**config.mk**
```make
export PLATFORM = sky130hd
export DESIGN_NAME = measure_seq_ctrl
export DESIGN_NICKNAME = d
export VERILOG_FILES = /design/src/rtl/measure_pkg.sv /design/src/rtl/meas_cycle_timer.sv /design/src/rtl/measure_seq_ctrl.sv
export SDC_FILE = /design/constraint.sdc
export NUM_CORES = 1
export LEC_CHECK = 0
export ABC_CLOCK_PERIOD_IN_PS = 4600
export CAP_MARGIN = 10
export CORE_ASPECT_RATIO = 1.2
export CORE_MARGIN = 3
export CORE_UTILIZATION = 40
export CTS_CLUSTER_SIZE = 40
export DETAILED_ROUTE_END_ITERATION = 8
export HOLD_SLACK_MARGIN = 0.12
export PLACE_DENSITY = 0.64
export SETUP_SLACK_MARGIN = 0.3
export SYNTH_ARGS = -nofsm -noshare
export SYNTH_HDL_FRONTEND = slang
export SYNTH_SLANG_ARGS = --single-unit
```
**constraint.sdc**
```tcl
create_clock -name i_clk -period 4.6 [get_ports i_clk]
set_input_delay 0.46 -clock i_clk [delete_from_list [all_inputs] [get_ports i_clk]]
set_output_delay 0.46 -clock i_clk [all_outputs]
set_load 0.05 [all_outputs]
```
**src/rtl/measure_pkg.sv**
```systemverilog
// Shared state encoding, flag layout and parameter defaults for the
// scope measurement sequencer.
package measure_pkg;

  localparam int DATA_W_DEF      = 12;
  localparam int FREQ_W_DEF      = 32;
  localparam int CNT_W_DEF       = 32;
  localparam int TIMEOUT_CYC_DEF = 100_000_000;

  localparam int FLAG_FREQ_TO = 0;
  localparam int FLAG_MM_TO   = 1;

  typedef enum logic [2:0] {
    ST_IDLE = 3'd0,
    ST_ARM  = 3'd1,
    ST_WAIT = 3'd2,
    ST_OUT  = 3'd3,
    ST_GAP  = 3'd4
  } meas_state_e;

  // One flag bit per result that never arrived before the record closed.
  function automatic logic [1:0] miss_flags(input logic have_freq, input logic have_mm);
    logic [1:0] flags;
    flags               = 2'b00;
    flags[FLAG_FREQ_TO] = ~have_freq;
    flags[FLAG_MM_TO]   = ~have_mm;
    return flags;
  endfunction

endpackage

```
**src/rtl/meas_cycle_timer.sv**
```systemverilog
// Saturating cycle counter with clear/enable and a reached-terminal flag;
// shared by the WAIT timeout and the GAP countdown.
module meas_cycle_timer
  import measure_pkg::*;
#(
  parameter int CNT_W = CNT_W_DEF
) (
  input  logic             clk,
  input  logic             rst_n,
  input  logic             clr,
  input  logic             en,
  input  logic [CNT_W-1:0] term,
  output logic             reached
);

  logic [CNT_W-1:0] cnt_r;

  // Count while enabled, holding at all-ones rather than wrapping.
  always_ff @(posedge clk or negedge rst_n) begin
    if (!rst_n) begin
      cnt_r <= {CNT_W{1'b0}};
    end else if (clr) begin
      cnt_r <= {CNT_W{1'b0}};
    end else if (en && (cnt_r != {CNT_W{1'b1}})) begin
      cnt_r <= cnt_r + CNT_W'(1);
    end
  end

  // A >= compare keeps the GAP exit live even if the terminal moves below the count.
  always_comb begin
    reached = (cnt_r >= term);
  end

endmodule

```
**src/rtl/measure_seq_ctrl.sv**
```systemverilog
// Measurement sequencer: arms the max/min window, gathers max/min and frequency
// results, and hands one packed record downstream over valid/ready.
module measure_seq_ctrl
  import measure_pkg::*;
#(
  parameter int          DATA_W      = DATA_W_DEF,
  parameter int          FREQ_W      = FREQ_W_DEF,
  parameter int unsigned TIMEOUT_CYC = TIMEOUT_CYC_DEF,
  parameter int          CNT_W       = CNT_W_DEF
) (
  input  logic              i_clk,
  input  logic              i_rst_n,
  input  logic              i_start,
  input  logic              i_continuous,
  input  logic [CNT_W-1:0]  i_gap_cyc,
  output logic              o_trig,
  input  logic              i_mm_vld,
  input  logic [DATA_W-1:0] i_mm_max,
  input  logic [DATA_W-1:0] i_mm_min,
  input  logic              i_freq_vld,
  input  logic [FREQ_W-1:0] i_freq,
  output logic              o_busy,
  output logic              o_res_vld,
  input  logic              i_res_rdy,
  output logic [FREQ_W-1:0] o_res_freq,
  output logic [DATA_W-1:0] o_res_max,
  output logic [DATA_W-1:0] o_res_min,
  output logic [DATA_W:0]   o_res_vpp,
  output logic [1:0]        o_res_flags
);

  localparam logic [CNT_W-1:0] TIMEOUT_LAST = CNT_W'(TIMEOUT_CYC - 32'd1);

  meas_state_e      state_r, state_nxt_s;
  logic             got_mm_r, got_freq_r;
  logic             have_mm_s, have_freq_s;
  logic             tmr_clr_s, tmr_en_s, tmr_reached_s, gap_done_s;
  logic [CNT_W-1:0] tmr_term_s;
  logic             trig_nxt_s, busy_nxt_s, vld_nxt_s;

  // Sign-extended subtract; a min>max glitch yields a negative span, clamped to zero.
  function automatic logic [DATA_W:0] clamp_vpp(input logic [DATA_W-1:0] mx,
                                                 input logic [DATA_W-1:0] mn);
    logic [DATA_W:0] diff;
    diff = {mx[DATA_W-1], mx} - {mn[DATA_W-1], mn};
    if (diff[DATA_W]) begin
      return {(DATA_W+1){1'b0}};
    end else begin
      return diff;
    end
  endfunction

  meas_cycle_timer #(.CNT_W(CNT_W)) u_timer (
    .clk     (i_clk),
    .rst_n   (i_rst_n),
    .clr     (tmr_clr_s),
    .en      (tmr_en_s),
    .term    (tmr_term_s),
    .reached (tmr_reached_s)
  );

  // Timer control and "result available this cycle" terms.
  always_comb begin
    have_mm_s   = got_mm_r | i_mm_vld;
    have_freq_s = got_freq_r | i_freq_vld;
    tmr_clr_s   = (state_r == ST_ARM) || (state_r == ST_OUT);
    tmr_en_s    = (state_r == ST_WAIT) || (state_r == ST_GAP);
    if (state_r == ST_WAIT) begin
      tmr_term_s = TIMEOUT_LAST;
    end else begin
      tmr_term_s = i_gap_cyc - CNT_W'(1);
    end
    gap_done_s = (i_gap_cyc == {CNT_W{1'b0}}) || tmr_reached_s;
  end

  // State register.
  always_ff @(posedge i_clk or negedge i_rst_n) begin
    if (!i_rst_n) begin
      state_r <= ST_IDLE;
    end else begin
      state_r <= state_nxt_s;
    end
  end

  // Next-state decode.
  always_comb begin
    state_nxt_s = state_r;
    case (state_r)
      ST_IDLE: begin
        if (i_start || i_continuous) state_nxt_s = ST_ARM;
        else                         state_nxt_s = ST_IDLE;
      end
      ST_ARM:  state_nxt_s = ST_WAIT;
      ST_WAIT: begin
        if ((have_mm_s && have_freq_s) || tmr_reached_s) state_nxt_s = ST_OUT;
        else                                             state_nxt_s = ST_WAIT;
      end
      ST_OUT: begin
        if (!i_res_rdy)        state_nxt_s = ST_OUT;
        else if (i_continuous) state_nxt_s = ST_GAP;
        else                   state_nxt_s = ST_IDLE;
      end
      ST_GAP: begin
        if (!i_continuous)   state_nxt_s = ST_IDLE;
        else if (gap_done_s) state_nxt_s = ST_ARM;
        else                 state_nxt_s = ST_GAP;
      end
      default: state_nxt_s = ST_IDLE;
    endcase
  end

  // Control outputs are decoded from the next state so they can be registered.
  always_comb begin
    trig_nxt_s = (state_nxt_s == ST_ARM);
    busy_nxt_s = (state_nxt_s != ST_IDLE);
    vld_nxt_s  = (state_nxt_s == ST_OUT);
  end

  // Registered control outputs.
  always_ff @(posedge i_clk or negedge i_rst_n) begin
    if (!i_rst_n) begin
      o_trig    <= 1'b0;
      o_busy    <= 1'b0;
      o_res_vld <= 1'b0;
    end else begin
      o_trig    <= trig_nxt_s;
      o_busy    <= busy_nxt_s;
      o_res_vld <= vld_nxt_s;
    end
  end

  // Result latches: cleared on arm, first strobe of each kind wins during WAIT.
  always_ff @(posedge i_clk or negedge i_rst_n) begin
    if (!i_rst_n) begin
      got_mm_r    <= 1'b0;
      got_freq_r  <= 1'b0;
      o_res_freq  <= {FREQ_W{1'b0}};
      o_res_max   <= {DATA_W{1'b0}};
      o_res_min   <= {DATA_W{1'b0}};
      o_res_vpp   <= {(DATA_W+1){1'b0}};
      o_res_flags <= 2'b00;
    end else if (state_r == ST_ARM) begin
      got_mm_r    <= 1'b0;
      got_freq_r  <= 1'b0;
      o_res_freq  <= {FREQ_W{1'b0}};
      o_res_max   <= {DATA_W{1'b0}};
      o_res_min   <= {DATA_W{1'b0}};
      o_res_vpp   <= {(DATA_W+1){1'b0}};
      o_res_flags <= 2'b00;
    end else if (state_r == ST_WAIT) begin
      if (i_mm_vld && !got_mm_r) begin
        got_mm_r  <= 1'b1;
        o_res_max <= i_mm_max;
        o_res_min <= i_mm_min;
        o_res_vpp <= clamp_vpp(i_mm_max, i_mm_min);
      end
      if (i_freq_vld && !got_freq_r) begin
        got_freq_r <= 1'b1;
        o_res_freq <= i_freq;
      end
      if (state_nxt_s == ST_OUT) begin
        o_res_flags <= miss_flags(have_freq_s, have_mm_s);
      end
    end
  end

endmodule

```
==> results of run 1 <==
==> worst register-to-register path, cell delays in order, from the launching register on <==
cell      delay (ns)
dfrtp_1         0.46
nor2_1          0.15
and2_1          0.55
nor3b_1         0.17
ha_1            0.33
nand4_1         0.10
nor3_1          0.49
nand3_4         0.14
a31oi_4         0.27
nor3_4          0.08
a21boi_2        0.16
a32o_2          0.24
a2111o_1        0.41
==> per-layer routing <==
metal | global-route usage | wire length, µm
met5 | 0 | 0
met4 | 0.04765 | 227
met3 | 0.05660 | 1360
met1 | 0.2585 | 7951
met2 | 0.3307 | 8583
==> layout make-up <==
type / instances / area, µm² / share of cell area
Multi-Input combinational cell: 612 / 3869 / 0.4150
Sequential cell: 110 / 2753 / 0.2953
Timing Repair Buffer: 219 / 2062 / 0.2212
Tap cell: 212 / 265.3 / 0.02845
Clock buffer: 10 / 229.0 / 0.02456
Inverter: 29 / 108.9 / 0.01168
Clock inverter: 5 / 36.28 / 0.003892
==> layout by cell type, fill, tap and decap left out, types with 3 or more instances in the layout <==
cell / count
and3_1: 3
nand3_1: 43
and2_1: 8
nor3_1: 27
dlymetal6s2s_1: 7
clkinvlp_4: 3
or4_4: 3
nand4_2: 3
and4_1: 3
inv_1: 29
or3_4: 4
nor4_1: 7
or3_1: 10
ha_1: 46
nor3_4: 4
o21ai_0: 44
buf_4: 52
clkbuf_16: 9
nand2_2: 4
dfrtp_1: 110
a21oi_1: 26
nor2_1: 65
xnor2_1: 34
a21o_1: 7
nand4_1: 5
o21ai_1: 4
nand2b_1: 5
o31ai_1: 3
nand3b_1: 5
clkbuf_2: 4
clkdlybuf4s50_1: 153
o21a_1: 4
nand2_1: 164
xor2_1: 19
a22o_1: 11
==> power breakdown <==
part           switching [W]  leakage [nW]  internal (W)
registers           0.000184          1.46       0.00126
clock network       0.000352         0.121      0.000366
logic                0.00176          2.71      0.000906
==> per-stage QoR <==
stage | hold WS, ns | setup TNS (ns) | worst slack (ns) | util
3_5_place_dp | 0.4842 | -1.206 | -0.3582 | 0.5392
2_1_floorplan | 0.1644 | 0 | 0.3723 | -
3_3_place_gp | 0.4794 | -1.062 | -0.2992 | 0.5392
5_1_grt | 0.2836 | 0 | 0.2223 | 0.5729
6_report | 0.2180 | 0 | 0.3986 | 0.5729
4_1_cts | 0.2491 | 0 | 0.3219 | 0.5619
==> sequential cells by signal (all words and copies together), names as in the netlist <==
| name | flops |
|---|---|
| u_timer.cnt_r | 32 |
| got_mm_r | 1 |
| got_freq_r | 1 |
| o_busy | 1 |
| o_res_freq | 32 |
| o_res_min | 12 |
| o_trig | 1 |
| o_res_max | 12 |
| o_res_flags | 2 |
| o_res_vpp | 12 |
| state_r | 3 |
| o_res_vld | 1 |
==> logic make-up (layout without fill, tap and decap cells) <==
logic type / Yosys count / count (layout) / share of synthesized area
buf+inv: 61 / 263 / 0.03556
simple gates: 385 / 385 / 0.2689
xor+xnor: 55 / 55 / 0.07245
other cells: 1 / 1 / 0.0005640
flops: 110 / 110 / 0.4140
compound gates: 122 / 122 / 0.1155
fa+ha+maj: 48 / 48 / 0.09146
mux: 1 / 1 / 0.001506
==> worst max-delay path by stage <==
stage	cells after the start	slack (ns)	end	start
3_3_place_gp	17	-0.30	o_busy	i_gap_cyc[12]
6_report	17	0.40	o_busy	i_gap_cyc[5]
2_1_floorplan	16	0.37	o_busy	i_gap_cyc[12]
3_5_place_dp	17	-0.36	o_busy	i_gap_cyc[12]
5_1_grt	17	0.22	o_busy	i_gap_cyc[5]
4_1_cts	17	0.32	o_busy	i_gap_cyc[16]
==> what timing repair did <==
| action | 4_1_cts | 5_1_grt |
|---|---|---|
| buffers inserted | 9 | 2 |
| pin swaps | 17 | 33 |
| gates resized for setup | 16 | 53 |
| endpoints found under the setup margin | 6 | 7 |
| hold endpoints to repair | 0 | 0 |
==> run metrics, run 1 <==
outcome finished clean; Layout Cells excl Fill 1197; # IOs approximately 170; WS Path Type in -> reg; total track usage 0.2002; Clock Sink Count 110; vias in the first global route roughly 6000; CTS tree done; vias post-DR roughly 6000; Hold WC Path Type in -> async; Top delay family on crit path simple AND/OR/NAND/NOR gates; die area 0.01821 mm²; Placed Area 0.008773 mm²; Initial Util 0.4086; R2R Setup Slk just over 0.9 ns; Distinct cells, synth 56; chip height 147.2 µm; PnR Total Power 0.004824 W; depth of the CTS H-tree 3; Worst Path Arrival 4.42 ns; Routed WL per cell 15.14 µm; post-synthesis sequential area ratio 0.4140; GPL Wtd Cong 0.8389; power per cell area between 500 and 600 mW/mm²; Cells after Synth 783; CP Launch Type input port; Final #Nets 1124; # DRC 0; ys flop type dfrtp_1; total grt overflow 0; Tightest Pin Transition 1.162 ns; initial antenna violation count 0; crit-path cells clkdlybuf4s50_1, nor4_4, nand3b_1, or2_1, or4_4, xnor2_2, nor2_1, ha_1, nand2_2, nor4_2, buf_4, nand3_4, a31oi_4, nor3_4, a21boi_2, a32o_2, a2111o_1; Mapped Nets 926; Layout area overhead 40.21%; DRT iter0 DRCs 300; Final Slew Violations 0; CP max FO 3; # diodes 0; Final Cycle Share 0.9133; EDFF count, synth 0; largest cells by area after synthesis dfrtp_1 41%, nand2_1 9.5%, ha_1 8.8%; drt total wl ~18000 µm; drt pass-1 iters 4; first-pass GRT wire length between 20000 and 30000 µm; CP bufs+invs 2; reg-to-reg endpoint o_busy; vias per cell 5.012; Post-Place Cells 1171; slowest CP cell clkdlybuf4s50_1; VDD IR max between 0.4 and 0.5 mV; number of hold buffers added after CTS 0; max cap viols 0; mapped cell area approximately 0.0066 mm²; share of cells above drive strength 1 0.1178; std cell rows a little over 50; Filler Cell Count 1467; endpoints failing hold 0; Synth top area share 0.4140; Final Cell Area 0.009323 mm²; CORE AREA 0.01627 mm²; leakage 4.290 nW; asr flop ratio synth 1.000; largest area contributor in the synthesized netlist dfrtp_1; average cell area after synthesis ~8.5 µm²; Post-Route Skew about 0.011 ns; input/output buffers 167; largest net degree at the start of global routing 66; R2R cell count 12; Setup Viol. Count Final 0; CTS Buf Count 9; maximum clock insertion buffer count 2; Synth top cells by count 168 x nand2_1, 110 x dfrtp_1, 67 x nor2_1; crit-path max cell delay 0.48 ns; Clock Pin Slew Worst Setup and Hold Paths 0.07 ns; Root Driver clkbuf_16; Clock Latency Late Sink 0.34 ns; Die W 123.7 µm; min cycle time layout 4.201 ns; RR Startpoint state_r[2]; Warnings, synthesis 0; Relative slew margins 0.2252; f_max 238.0 MHz; most common cell in the netlist nand2_1; flop and latch count out of synthesis 110; Worst setup EP type flip-flop; Final HPWL DP 13150 µm; Crit path required time about 4.8 ns; post-route antenna net violation count 0; RSZ-0062 raised after global routing true
Note: power is estimated with default switching activity, not from simulation.
==> inputs of run 2 (changes only) <==
- GPL_ROUTABILITY_DRIVEN: default -> 1
==> results of run 2 <==
Same layout as run 1: the final DEF is identical, and so are final timing and power.
==> inputs of run 3 (changes only) <==
- ABC_CLOCK_PERIOD_IN_PS: 4600 -> 4200
- CORE_MARGIN: 3 -> 2
- clock period: 4.6 -> 4.2 ns (I/O delays scaled with it)
==> run metrics, run 3 (synthesis gave the netlist of run 1 again) <==
Crit path required time 4.42 ns (-0.40 ns); outcome finished clean; Top delay family on crit path simple AND/OR/NAND/NOR gates; Relative slew margins 0.3834 (+0.1582); Setup Viol. Count Final 0 (unchanged); commonest non-fill, non-tap cell in the layout nand2_1; Clock Pin Slew Worst Setup and Hold Paths 0.08 ns (about the same); Initial Util 0.4086 (unchanged); Layout area overhead 43.32%; Final Cycle Share 0.9618; Post-Route Skew 0.007851 ns (-0.003514 ns); Hold WC Path Type reg -> reg; first-pass GRT wire length 30010 µm (+0.98%); CP bufs+invs 1 (-1); # DRC 0 (unchanged); Final Slew Violations 0 (unchanged); Worst setup EP type flip-flop; RSZ-0062 raised after global routing true; Top cell by count, worst path or4_4; GR Util met3 0.05896 (+0.002358); CP max FO 5 (+2); vias post-DR 6073 (+1.2%); leakage 4.358 nW (+1.6%); input/output buffers 167 (unchanged); vias in the first global route 6093 (+0.98%); Placed Area 0.008861 mm² (+1.0%); post-route antenna net violation count 0 (unchanged); Filler Cell Count 1465 (-0.14%); std cell rows 51 (unchanged); drt pass-1 iters 5 (+1); endpoints failing hold 0 (unchanged); largest net degree at the start of global routing 59 (-11%); Worst Path Arrival 4.26 ns (-0.16 ns); met1 Usage GRT 0.2734 (+0.01487); chip height 145.2 µm (-1.4%); GPL Wtd Cong 0.8449 (+0.72%); vias per cell 5.007 (-0.10%); drt total wl 18200 µm (+0.44%); max cap viols 0 (unchanged); GRT Max-Usage Layer met2; M2 GR Usage 0.3390 (+0.008328); CP Launch Type input port; pre-CTS setup slack -0.5603 ns (-0.2022 ns); VDD IR max 0.4282 mV (-14%); Clock Sink Count 110 (unchanged); Final #Nets 1139 (+1.3%); Final HPWL DP 13410 µm (+1.9%); Root Driver clkbuf_16; total track usage 0.2076 (+0.007358); min cycle time layout 4.040 ns; CTS Buf Count 9 (unchanged); crit-path max cell delay 0.52 ns (+0.04 ns); largest registers o_res_freq: 32 flops, u_timer.cnt_r: 32 flops; CORE AREA 0.01627 mm² (unchanged); initial antenna violation count 0 (unchanged); Tightest Pin Transition 0.9249 ns (-0.2373 ns); most frequent cells in the layout 163 x nand2_1, 151 x clkdlybuf4s50_1, 110 x dfrtp_1; depth of the CTS H-tree 3 (unchanged); CTS tree done; PnR Total Power 0.005448 W (+13%); share of cells above drive strength 1 0.1389 (+0.02109); total grt overflow 0 (unchanged); Die W 121.7 µm (-1.6%); f_max 247.5 MHz; Final Cell Area 0.009529 mm² (+2.2%); setup ws final 0.1603 ns (-0.2383 ns); crit-path cells buf_6, or4_4, or2_4, or2_1, or4_4, xnor2_2, nor2_1, ha_1, nand2_2, nor4_4, nand2_1, a31oi_4, nor3_4, a21boi_2, a32o_2, a2111o_1; Worst Hold Margin 0.5004 ns (+0.2825 ns); # diodes 0 (unchanged); # IOs 169 (unchanged); Routed WL per cell 15.01 µm (-0.88%); power per cell area 571.7 mW/mm² (+10%); die area 0.01767 mm² (-3.0%); Clock Latency Late Sink 0.35 ns (about the same); maximum clock insertion buffer count 2 (unchanged); slowest CP cell or4_4; WS Path Type in -> reg; DRT iter0 DRCs 220 (-27%)
run 3: cell count changes in the layout (fill, tap and decap cells not counted), moves of 3 or more:
| cell | previous run | this run |
|---|---|---|
| buf_2 | 0 | 3 |
| buf_4 | 52 | 62 |
| buf_6 | 2 | 8 |
| clkbuf_2 | 4 | 0 |
| clkdlybuf4s15_1 | 1 | 4 |
| dlymetal6s2s_1 | 7 | 4 |
| o21ai_1 | 4 | 1 |
run 3: per-layer routing:
| metal | vias to the layer above | share of wire |
|---|---|---|
| met5 | - | 0 |
| met4 | 0 | 0.011 |
| met3 | 16 | 0.069 |
| met2 | 144 | 0.47 |
| met1 | 2803 | 0.45 |
| li1 | 3110 | - |
run 3: worst min-delay path: stages, from the launching register on:
cell,delay (ns)
dfrtp_1,0.34
nand3_1,0.07
nand2_1,0.06
run 3: through the flow:
step / std cells / util / setup TNS (ns)
floorplan: 783 / - / 0
global placement: 1180 / 0.5446 / -2.301
detailed placement: 1180 / 0.5446 / -2.931
CTS: 1205 / 0.5694 / 0
global route: 1213 / 0.5856 / -0.01387
finish: 1213 / 0.5856 / 0
run 3: area by class of cell:
class	count	area, µm²	area share
Clock buffer	12	256.5	0.02692
Timing Repair Buffer	234	2191	0.2299
Inverter	29	108.9	0.01142
Sequential cell	110	2753	0.2889
Tap cell	212	265.3	0.02784
Multi-Input combinational cell	612	3901	0.4094
Clock inverter	4	53.80	0.005646
run 3: repair_timing:
action	in CTS	in global routing
resized for setup	47	42
endpoints found under the setup margin	7	7
hold buffers	1	0
pin swaps	23	25
buffers inserted	8	8
hold endpoints to repair	39	0
run 3: power breakdown:
group	switching, W	leakage (nW)	total, W	internal [W]
combinational	0.00193	2.75	0.00296	0.00103
sequential	0.000208	1.46	0.00159	0.00138
clock	0.000397	0.145	0.000895	0.000499
total	0.00254	4.36	0.00545	0.00291
run 3: worst paths after layout:
kind | from | endpoint | slack (ns) | cells after the start
max | i_gap_cyc[8] | o_busy | 0.16 | 16
max in group asynchronous | i_rst_n | u_timer.cnt_r[13] | 2.72 | 3
max reg2reg | state_r[2] | o_busy | 0.65 | 12
min in group asynchronous | i_rst_n | o_res_freq[13] | 0.58 | 2
min reg2reg | o_res_freq[17] | o_res_freq[17] | 0.50 | 2
min | o_res_freq[17] | o_res_freq[17] | 0.50 | 2
